<file path="src/rtl/fsm_stim_driver.sv">
// Stimulus driver and checker for the three-state x/y control FSM.
// Plays a command of up to MAXLEN x/y symbols onto the FSM, one per cycle.
// A shadow copy of the FSM predicts its registered output. Each prediction
// is compared against obs_out two edges after its symbol is loaded.
module fsm_stim_driver #(
    parameter int MAXLEN = 8,
    parameter int LENW   = 4
) (
    input  logic                clk,
    input  logic                rst,
    input  logic                req_valid,
    output logic                req_ready,
    input  logic [LENW-1:0]     req_len,
    input  logic [2*MAXLEN-1:0] req_seq,
    output logic                x,
    output logic                y,
    input  logic [1:0]          obs_out,
    output logic                done,
    output logic                err,
    output logic [LENW-1:0]     fail_idx,
    output logic [2:0]          cur_state,
    output logic [1:0]          exp_out
);

    localparam logic [2:0]      ST_A  = 3'b100;
    localparam logic [2:0]      ST_B  = 3'b010;
    localparam logic [2:0]      ST_C  = 3'b001;
    localparam logic [LENW-1:0] MAX_L = LENW'(MAXLEN);

    typedef enum logic [1:0] {IDLE, DRIVE, DRAIN} ctl_t;

    ctl_t                r_ctl;
    ctl_t                w_ctl_nxt;
    logic [2*MAXLEN-1:0] r_seq;         // remaining symbols, next one in [1:0]
    logic [LENW-1:0]     r_len;
    logic [LENW-1:0]     r_idx;         // index of the next symbol to load
    logic                r_load_valid;  // a symbol was loaded at the last edge
    logic [LENW-1:0]     r_load_idx;
    logic                r_chk_valid;   // FSM has sampled that symbol; compare now
    logic [1:0]          r_chk_exp;
    logic [LENW-1:0]     r_chk_idx;

    logic                w_accept;
    logic                w_more;
    logic                w_load;
    logic [LENW-1:0]     w_len;
    logic [1:0]          w_sym;
    logic [2:0]          w_sh_state;
    logic [1:0]          w_sh_out;

    assign w_len     = (req_len > MAX_L) ? MAX_L : req_len;
    assign req_ready = (r_ctl == IDLE);
    assign w_accept  = req_valid && req_ready;
    assign w_more    = (r_ctl == DRIVE) && (r_idx < r_len);
    // Symbol 0 is loaded straight from the request on the accepting edge.
    assign w_load    = (w_accept && (w_len != '0)) || w_more;
    assign w_sym     = (r_ctl == IDLE) ? req_seq[1:0] : r_seq[1:0];

    // Shadow FSM: next state/output for the symbol being loaded (y wins over x).
    always_comb begin
        // NOTE: every always_comb output gets a default first so no path
        // leaves it unassigned, which would infer a latch.
        w_sh_state = cur_state;
        w_sh_out   = exp_out;
        if (w_sym[0]) begin
            case (cur_state)
                ST_A:    begin w_sh_state = ST_C; w_sh_out = 2'b01; end
                ST_B:    begin w_sh_state = ST_A; w_sh_out = 2'b10; end
                ST_C:    begin w_sh_state = ST_A; w_sh_out = 2'b01; end
                default: ;
            endcase
        end else if (w_sym[1]) begin
            case (cur_state)
                ST_A:    begin w_sh_state = ST_B; w_sh_out = 2'b10; end
                ST_B:    begin w_sh_state = ST_C; w_sh_out = 2'b01; end
                ST_C:    begin w_sh_state = ST_B; w_sh_out = 2'b01; end
                default: ;
            endcase
        end
    end

    // Control FSM next state: IDLE -> DRIVE -> DRAIN -> IDLE.
    always_comb begin
        w_ctl_nxt = r_ctl;
        case (r_ctl)
            IDLE:    if (w_accept && (w_len != '0)) w_ctl_nxt = DRIVE;
            DRIVE:   if (!w_more) w_ctl_nxt = DRAIN;
            DRAIN:   w_ctl_nxt = IDLE;
            default: w_ctl_nxt = IDLE;
        endcase
    end

    // Control FSM state register.
    always_ff @(posedge clk or negedge rst) begin
        // NOTE: sequential state uses non-blocking assignments so every
        // register samples pre-edge values regardless of block order.
        if (!rst) r_ctl <= IDLE;
        else      r_ctl <= w_ctl_nxt;
    end

    // Symbol drive, shadow model, check pipeline and status flags.
    always_ff @(posedge clk or negedge rst) begin
        if (!rst) begin
            x            <= 1'b0;
            y            <= 1'b0;
            done         <= 1'b0;
            err          <= 1'b0;
            fail_idx     <= '0;
            cur_state    <= ST_A;
            exp_out      <= 2'b00;
            r_seq        <= '0;
            r_len        <= '0;
            r_idx        <= '0;
            r_load_valid <= 1'b0;
            r_load_idx   <= '0;
            r_chk_valid  <= 1'b0;
            r_chk_exp    <= 2'b00;
            r_chk_idx    <= '0;
        end else begin
            done <= 1'b0;

            // exp_out still holds the prediction for the symbol the FSM just sampled.
            r_chk_valid <= r_load_valid;
            r_chk_exp   <= exp_out;
            r_chk_idx   <= r_load_idx;

            if (r_chk_valid && (obs_out != r_chk_exp) && !err) begin
                err      <= 1'b1;
                fail_idx <= r_chk_idx;
            end

            if (w_accept) begin
                err      <= 1'b0;
                fail_idx <= '0;
                r_len    <= w_len;
                r_seq    <= req_seq >> 2;
                r_idx    <= LENW'(1);
                if (w_len == '0) done <= 1'b1;
            end else if (w_more) begin
                r_seq <= r_seq >> 2;
                r_idx <= r_idx + LENW'(1);
            end

            if (w_load) begin
                x            <= w_sym[1];
                y            <= w_sym[0];
                cur_state    <= w_sh_state;
                exp_out      <= w_sh_out;
                r_load_valid <= 1'b1;
                r_load_idx   <= w_accept ? '0 : r_idx;
            end else begin
                x            <= 1'b0;
                y            <= 1'b0;
                r_load_valid <= 1'b0;
            end

            // The last comparison registers on the edge that leaves DRAIN.
            if (r_ctl == DRAIN) done <= 1'b1;
        end
    end

endmodule

</file>
<file path="config.mk">
export PLATFORM = sky130hd
export DESIGN_NAME = fsm_stim_driver
export DESIGN_NICKNAME = d
export VERILOG_FILES = /design/src/rtl/fsm_stim_driver.sv
export SDC_FILE = /design/constraint.sdc
export NUM_CORES = 1
export LEC_CHECK = 0
export CORE_ASPECT_RATIO = 0.9
export CORE_MARGIN = 4
export CORE_UTILIZATION = 48
export CTS_BUF_LIST = sky130_fd_sc_hd__clkbuf_4 sky130_fd_sc_hd__clkbuf_8
export CTS_CLUSTER_DIAMETER = 60
export DETAILED_ROUTE_END_ITERATION = 10
export GPL_ROUTABILITY_DRIVEN = 0
export PLACE_DENSITY_LB_ADDON = 0.05
export SLEW_MARGIN = 10
export SYNTH_ARGS = -nofsm -noshare
export SYNTH_HDL_FRONTEND = slang
export SYNTH_SLANG_ARGS = --single-unit
</file>
<file path="constraint.sdc">
create_clock -name clk -period 4 [get_ports clk]
set_input_delay 0.6 -clock clk [delete_from_list [all_inputs] [get_ports clk]]
set_output_delay 0.6 -clock clk [all_outputs]
set_load 0.03 [all_outputs]
</file>
==> results of run 1 <==
==> layout by cell type (no fill, tap or decap), types with 2 or more instances in the layout <==
| cell type | synthesis | layout |
|---|---|---|
| ha_1 | 4 | 4 |
| o21ai_0 | 8 | 8 |
| nor2b_1 | 3 | 3 |
| nand3b_1 | 4 | 4 |
| nor4b_1 | 2 | 2 |
| nor2_1 | 13 | 13 |
| mux2_4 | 3 | 3 |
| nand2b_1 | 2 | 2 |
| a22o_1 | 16 | 16 |
| xor2_1 | 3 | 3 |
| xnor2_1 | 2 | 2 |
| nor2_4 | 2 | 2 |
| a21o_1 | 12 | 12 |
| clkbuf_8 | 0 | 6 |
| inv_1 | 6 | 6 |
| mux2i_1 | 7 | 7 |
| nand2_1 | 13 | 13 |
| o21ai_1 | 2 | 2 |
| clkdlybuf4s50_1 | 0 | 37 |
| a21oi_1 | 4 | 4 |
| dfrtp_1 | 48 | 48 |
==> power by group <==
part	switching, uW	internal (uW)
registers	104	667
clock network	148	210
logic	406	304
total	658	1180
==> how the worst max path moves through the flow <==
stage / to / slack [ns] / cells after the start
6_report: cur_state[1]$_DFFE_PN0P_ / 1.56 / 7
4_1_cts: cur_state[1]$_DFFE_PN0P_ / 1.56 / 7
5_1_grt: cur_state[1]$_DFFE_PN0P_ / 1.45 / 7
2_1_floorplan: cur_state[1]$_DFFE_PN0P_ / 2.00 / 6
3_3_place_gp: exp_out[0]$_DFFE_PN0P_ / 1.58 / 7
3_5_place_dp: cur_state[1]$_DFFE_PN0P_ / 1.51 / 7
==> sequential cells by signal (all words and copies together) (netlist names) <==
register and flops:
r_seq 14, fail_idx 4, r_chk_idx 4, r_idx 4
r_len 4, r_load_idx 4, cur_state 3, exp_out 2
r_chk_exp 2, r_ctl 2, done 1, err 1
r_chk_valid 1, r_load_valid 1, x 1, y 1
==> per-stage QoR <==
stage                     utilization, %  cells  total power, uW  worst slack [ns]
final                               63.6    278             1840              1.56
after global routing                63.6    278             1980              1.45
after CTS                           63.6    278             1860              1.56
after detailed placement            60.7    270             1490              1.51
after global placement              60.7    270             1460              1.58
after floorplan                        -    181             1280              2.00
==> cells by family (layout without fill, tap and decap cells) <==
kind of cell    after synthesis  in the layout  share of synthesized area [%]
xor+xnor                      5              5                           2.05
mux                          10             10                           5.40
simple gates                 47             47                           12.1
flops                        49             49                           57.5
fa+ha+maj                     4              4                           2.35
compound gates               49             49                           17.0
buf+inv                      17             54                           3.58
==> final cells by class <==
cell class / count / area [sq um]
sequential: 49 / 1230
inverter: 7 / 26.3
clock buffer: 7 / 90.1
fill: 341 / 1520
multi-input combinational: 115 / 830
timing repair buffer: 39 / 383
clock inverter: 1 / 30.0
tap: 60 / 75.1
==> layer usage <==
layer	global-route usage, %	wire (microns)	share of wire (%)
met5	0	0	0
met4	6.21	42	1.1
met3	3.77	118	3.0
met2	25.4	1970	49
met1	21.4	1860	47
==> flow_summary.json, run 1 <==
{
  "cts_sinks": 49,
  "hold_viol_final": 0,
  "wl_per_cell_microns": 14.4,
  "finalCriticalPeriod_ns": 2.44,
  "seq_area_frac_synth_pct": 57.5,
  "power_density_mw_per_mm2": 691,
  "hold_depth": 0,
  "track_usage_pct": 15.9,
  "die_x_microns": 78.3,
  "fin_crit_sh_pct": 61.0,
  "cts_buffers": 5,
  "crit_path_max_incr_delay_ns": 0.48,
  "cts_resized": 0,
  "hold_slack_ns": 0.355,
  "drc": 0,
  "synthTopCellsByCount": "48 x dfrtp_1, 16 x a22o_1, 13 x nand2_1, 13 x nor2_1, 12 x a21o_1",
  "timing.rr.end": "cur_state[1]$_DFFE_PN0P_",
  "die_h_microns": 71.2,
  "maxCapViolations": 0,
  "critPathSlowestCell": "nor2_4",
  "diodes": 0,
  "path_cells": "ha_1, a211o_1, nor2_4, nor2_4, inv_2, and2_4, mux2_4",
  "synth_edf_count": 0,
  "r2r_slack_ns": 1.56,
  "grt_pass1_wl_mm": 7.11,
  "core_sq_mm": 0.00418,
  "antenna_found_initial": 0,
  "yosysWarnings": 0,
  "max_slew_margin_pct": 31.8,
  "syn_area_per_cell_sq_um": 11.8,
  "critical-path-top-delay-family": "simple AND/OR/NAND/NOR gates",
  "slew_violations": 0,
  "arrival_ns": 2.62,
  "ys_ff_latch": 49,
  "cp_max_fo": 24,
  "drt_iter0_markers": 49,
  "hpwlAfterDp_mm": 2.81,
  "peakVddDrop_mv": 0.352,
  "vias": 1464,
  "crit_path_start_kind": "flop",
  "status": "completed",
  "grt_max_degree": 50,
  "critPathRequiredTime_ns": 4.18,
  "min_from": "r_load_valid$_DFF_PN0_",
  "grt_pass1_vias": 1530,
  "cts_tree": "done",
  "ios": 39,
  "ant_nets": 0,
  "routed_wl_mm": 4.00,
  "tightest_slew_ns": 1.02,
  "crit_start": "r_idx[3]$_DFFE_PN0P_",
  "path_buf_inv": 1,
  "fin_area_sq_mm": 0.00266,
  "crit_type": "flop to flop",
  "synth.net_count": 210,
  "netlist_area_sq_mm": 0.00213,
  "rsz0062_at_grt": "false",
  "async_reset_ff_share_pct": 100,
  "cts_max_path_buffers": 2,
  "worst_r2r_path_depth": 7,
  "reg2reg_from": "r_idx[3]$_DFFE_PN0P_",
  "min_to": "r_chk_valid$_DFF_PN0_",
  "port_buffers": 38,
  "fmax_mhz": 410,
  "fin_setup_tns_ns": 0,
  "p_leak_uw": 0.00129,
  "floorplan.initialDensity_pct": 51.0,
  "gr-total-overflow": 0,
  "fp-row-count": 22,
  "finalClockSkew_ns": 0.00356,
  "postCtsSetupBuffers": 0,
  "layout-drive-gt1-share_pct": 9.63,
  "setup_viol": 0,
  "cts_hold_repair.buffers": 0,
  "cts-root-buf": "clkbuf_8",
  "nets": 246,
  "clkTransAtPathRegs_ns": 0.08,
  "area_delta_synth_final_pct": 24.8,
  "min_path_type": "flop to flop",
  "place_area_sq_mm": 0.00254,
  "cts-htree-levels": 2,
  "clock_latency_ns": 0.29,
  "syn-instance-count": 181,
  "synthFlopType": "dfrtp_1",
  "synth_largest_area_cell": "dfrtp_1",
  "crit_path_end_kind": "flop",
  "viasPerCell": 5.27,
  "yosysMostFrequentCell": "dfrtp_1",
  "first_pass_iters": 4,
  "synth_top_area_share_pct": 56.3,
  "yosys-top-cells-area": "dfrtp_1 56%, a22o_1 6.6%, a21o_1 4.2%",
  "crit_top_cell": "nor2_4",
  "die-area_sq_mm": 0.00558,
  "synth_cell_types": 40
}
Note: power is estimated with default switching activity, not from simulation.
==> inputs of run 2 (changes only) <==
clock period = 2.3 ns   (was 4 ns; I/O delays follow)
==> flow_summary.json, run 2 (synthesized netlist as in run 1, its figures left out) <==
{
  "fin_setup_tns_ns": 0,
  "diodes": 0,
  "die-area_sq_mm": 0.00558,
  "layout-drive-gt1-share_pct": 12.1,
  "hpwlAfterDp_mm": 3.00,
  "nets": 252,
  "routed_wl_mm": 4.06,
  "path_buf_inv": 1,
  "arrival_ns": 1.78,
  "cts_sinks": 49,
  "power_density_mw_per_mm2": 1200,
  "port_buffers": 38,
  "largest_register_ffs": 14,
  "grt_max_degree": 29,
  "postCtsSetupBuffers": 0,
  "viasPerCell": 5.24,
  "peakVddDrop_mv": 0.698,
  "fin_cells": 284,
  "fmax_mhz": 471,
  "status": "completed",
  "grt_pass1_wl_mm": 7.14,
  "worst_r2r_path_depth": 7,
  "ant_nets": 0,
  "track_usage_pct": 16.3,
  "worst-path-stages": 2,
  "gr-total-overflow": 0,
  "cts_buffers": 5,
  "critPathRequiredTime_ns": 1.96,
  "clock_latency_ns": 0.30,
  "rsz0062_at_grt": "false",
  "hold_viol_final": 0,
  "tightest_slew_ns": 0.529,
  "path_cells": "nor2_2, clkdlybuf4s50_1",
  "fin_crit_sh_pct": 92.3,
  "crit_path_max_incr_delay_ns": 0.74,
  "crit_path_start_kind": "flop",
  "die_x_microns": 78.3,
  "fin_ws_ns": 0.177,
  "finalCoreUtilization_pct": 64.7,
  "dp_slack_ns": 0.133,
  "first_pass_iters": 4,
  "mostFrequentLayoutCell": "dfrtp_1",
  "vias": 1489,
  "area_delta_synth_final_pct": 26.9,
  "crit_type": "flop to output pin",
  "grt_pass1_vias": 1526,
  "drt_iter0_markers": 82,
  "mostFrequentLayoutCells": "48 x dfrtp_1, 37 x clkdlybuf4s50_1, 16 x a22o_1, 13 x nand2_1",
  "min_path_type": "flop to flop",
  "hold_slack_ns": 0.349,
  "die_h_microns": 71.2,
  "max_slew_margin_pct": 63.8,
  "cts_max_path_buffers": 2,
  "cts-htree-levels": 2,
  "antenna_found_initial": 0,
  "wl_per_cell_microns": 14.3,
  "finalCriticalPeriod_ns": 2.12,
  "critical-path-top-delay-family": "buffers and inverters",
  "crit_path_end_kind": "output pin",
  "cp_max_fo": 6,
  "fp-row-count": 22,
  "setup_viol": 0,
  "floorplan.initialDensity_pct": 51.0,
  "critPathSlowestCell": "clkdlybuf4s50_1",
  "core_sq_mm": 0.00418,
  "p_leak_uw": 0.00131,
  "finalClockSkew_ns": 0.00850,
  "hold_depth": 0,
  "largest_register": "r_seq",
  "place_inst": 275,
  "drc": 0,
  "ios": 39,
  "cts_tree": "done",
  "slew_violations": 0,
  "maxCapViolations": 0,
  "clkTransAtPathRegs_ns": 0.09,
  "cts-root-buf": "clkbuf_8"
}
## run 2: cell type report
| cell class | instances | area, sq um |
|---|---|---|
| multi-input cells | 115 | 832 |
| clock inverters | 3 | 46.3 |
| flip-flops and latches | 49 | 1230 |
| inverters | 7 | 26.3 |
| fillers | 335 | 1480 |
| well taps | 60 | 75.1 |
| clock buffers | 5 | 68.8 |
| repair buffers | 45 | 430 |
## run 2: repair_timing
action,4_1_cts,5_1_grt
endpoints found under the hold margin,18,0
setup endpoints to repair,0,1
resized for setup,0,1
hold buffers,1,0
## run 2: worst register-to-register path, stage by stage (launching register included)
cell and delay [ns]:
dfrtp_1 0.44, ha_1 0.31, a211o_1 0.36, nor2_4 0.18
nor2_4 0.06, inv_2 0.07, and2_4 0.19, mux2_4 0.30
## run 2: through the flow
| stage | cell area, sq um | power [uW] |
|---|---|---|
| floorplan | 2130 | 2230 |
| global placement | 2580 | 2600 |
| detailed placement | 2580 | 2660 |
| CTS | 2700 | 3280 |
| global route | 2710 | 3510 |
| finish | 2710 | 3260 |
## run 2: report_power, final
part | switching (uW) | internal [uW] | leakage [uW]
Sequential | 181 | 1160 | 0.000626
Clock | 290 | 326 | 0.0000543
Combinational | 721 | 584 | 0.000634
Total | 1190 | 2070 | 0.00131
## run 2: final timing paths
kind,to,start,slack [ns]
setup / recovery,req_ready,r_ctl[0]$_DFFE_PN0P_,0.18
hold / removal,r_chk_valid$_DFF_PN0_,r_load_valid$_DFF_PN0_,0.35
setup reg to reg,cur_state[1]$_DFFE_PN0P_,r_idx[3]$_DFFE_PN0P_,0.28
hold reg to reg,r_chk_valid$_DFF_PN0_,r_load_valid$_DFF_PN0_,0.35
max in group asynchronous,cur_state[2]$_DFFE_PN1P_,rst,1.13
min in group asynchronous,fail_idx[2]$_DFFE_PN0P_,rst,0.51
## run 2: layer usage
| metal | wire length (microns) | GRT usage (%) | vias up |
|---|---|---|---|
| met5 | 0 | 0 | - |
| met4 | 46 | 5.83 | 0 |
| met3 | 108 | 3.77 | 5 |
| met2 | 1970 | 26.0 | 28 |
| met1 | 1930 | 22.1 | 738 |
| li1 | - | - | 718 |
==> inputs of run 3 (changes only) <==
clock period = 2.2 ns   (was 2.3 ns; I/O delays follow)
==> flow_summary.json, run 3 (synthesized netlist as in run 1, its figures left out) <==
{
  "p_leak_uw": 0.00133,
  "track_usage_pct": 16.2,
  "ant_nets": 0,
  "antenna_found_initial": 0,
  "status": "completed",
  "viasPerCell": 5.13,
  "max_slew_margin_pct": 59.8,
  "maxCapViolations": 0,
  "fp-row-count": 22,
  "worst_r2r_path_depth": 7,
  "layout-drive-gt1-share_pct": 12.5,
  "r2r_slack_ns": 0.20,
  "timing.rr.end": "exp_out[0]$_DFFE_PN0P_",
  "fin_crit_sh_pct": 94.8,
  "drt_iter0_markers": 46,
  "grt_pass1_vias": 1555,
  "mostFrequentLayoutCells": "48 x dfrtp_1, 37 x clkdlybuf4s50_1, 16 x a22o_1, 13 x nand2_1",
  "diodes": 0,
  "crit_type": "flop to output pin",
  "mostFrequentLayoutCell": "dfrtp_1",
  "setup_viol": 0,
  "hold_viol_final": 0,
  "area_delta_synth_final_pct": 27.6,
  "wl_per_cell_microns": 14.1,
  "cts-root-buf": "clkbuf_8",
  "ios": 39,
  "gr-total-overflow": 0,
  "power_density_mw_per_mm2": 1280,
  "tightest_slew_ns": 0.604,
  "largest_register_ffs": 14,
  "cp_max_fo": 6,
  "fmax_mhz": 480,
  "cts_buffers": 5,
  "hpwlAfterDp_mm": 2.95,
  "fin_cells": 284,
  "arrival_ns": 1.75,
  "peakVddDrop_mv": 0.633,
  "clock_latency_ns": 0.30,
  "nets": 252,
  "port_buffers": 38,
  "critPathCapture": "req_ready",
  "grt_max_degree": 30,
  "routed_wl_mm": 4.01,
  "crit_path_start_kind": "flop",
  "core_sq_mm": 0.00418,
  "cts_sinks": 49,
  "critPathRequiredTime_ns": 1.87,
  "drc": 0,
  "place_inst": 276,
  "grt_pass1_wl_mm": 7.03,
  "cts_resized": 0,
  "cts_hold_repair.buffers": 0,
  "cts_tree": "done",
  "finalCriticalPeriod_ns": 2.08,
  "largest_register": "r_seq",
  "cts_max_path_buffers": 2,
  "crit_start": "r_ctl[0]$_DFFE_PN0P_",
  "postCtsSetupBuffers": 0,
  "crit_path_end_kind": "output pin",
  "reg2reg_from": "r_idx[3]$_DFFE_PN0P_",
  "clkTransAtPathRegs_ns": 0.09,
  "num-fill-cells": 352,
  "fin_setup_tns_ns": 0,
  "vias": 1458,
  "slew_violations": 0,
  "finalClockSkew_ns": 0.00808,
  "cts-htree-levels": 2,
  "floorplan.initialDensity_pct": 51.0,
  "die_x_microns": 78.3,
  "rsz0062_at_grt": "false",
  "first_pass_iters": 4,
  "min_path_type": "primary input to async pin",
  "die-area_sq_mm": 0.00558,
  "die_h_microns": 71.2
}
run 3: changes by cell type in the layout (fill, tap and decap cells not counted), sizes merged:
cell	previous run	this run
clkinvlp	1	0
buf	7	8
dlygate4sd3	1	0
bufinv	1	2
run 3: stage by stage:
| stage | setup WS [ns] | util [%] | power [uW] | cell area [sq um] | hold slack (ns) |
|---|---|---|---|---|---|
| floorplan | 0.227 | - | 2340 | 2130 | 0.0344 |
| global placement | 0.112 | 61.8 | 2730 | 2590 | 0.340 |
| detailed placement | 0.0583 | 61.8 | 2770 | 2590 | 0.338 |
| CTS | 0.0981 | 65.0 | 3530 | 2720 | 0.0385 |
| global route | 0.0197 | 65.1 | 3770 | 2720 | 0.0528 |
| finish | 0.115 | 65.1 | 3490 | 2720 | 0.0279 |
run 3: layout make-up:
type	count	area, sq um	area share [%]
timing repair buffer	45	428	15.7
clock buffer	5	68.8	2.53
clock inverter	3	65.1	2.39
tap	60	75.1	2.76
sequential	49	1230	45.1
multi-input combinational	115	832	30.6
inverter	7	26.3	0.965
run 3: worst min path at each step:
stage | slack (ns) | end | depth (start not counted) | from
after global routing | 0.05 | fail_idx[1]$_DFFE_PN0P_ | 1 | rst
after global placement | 0.34 | r_chk_valid$_DFF_PN0_ | 0 | r_load_valid$_DFF_PN0_
final | 0.03 | r_idx[0]$_DFFE_PN0P_ | 1 | rst
after detailed placement | 0.34 | r_chk_valid$_DFF_PN0_ | 0 | r_load_valid$_DFF_PN0_
after CTS | 0.04 | r_chk_idx[3]$_DFF_PN0_ | 1 | rst
after floorplan | 0.03 | cur_state[0]$_DFFE_PN0P_ | 0 | rst
run 3: worst max-delay path: stages, from the launching register on:
cell and delay, ns:
dfrtp_1 0.44, nor2_2 0.28, clkdlybuf4s50_1 0.74
run 3: layer usage:
metal	up-vias	track usage, %	wire length [microns]
met2	21	26.2	1980
met3	4	5.28	119
met5	-	0	0
li1	712	-	-
met4	0	5.24	29
met1	721	20.8	1890
run 3: power breakdown:
group,switching (uW),internal [uW]
sequential,185,1210
clock,290,451
combinational,745,610
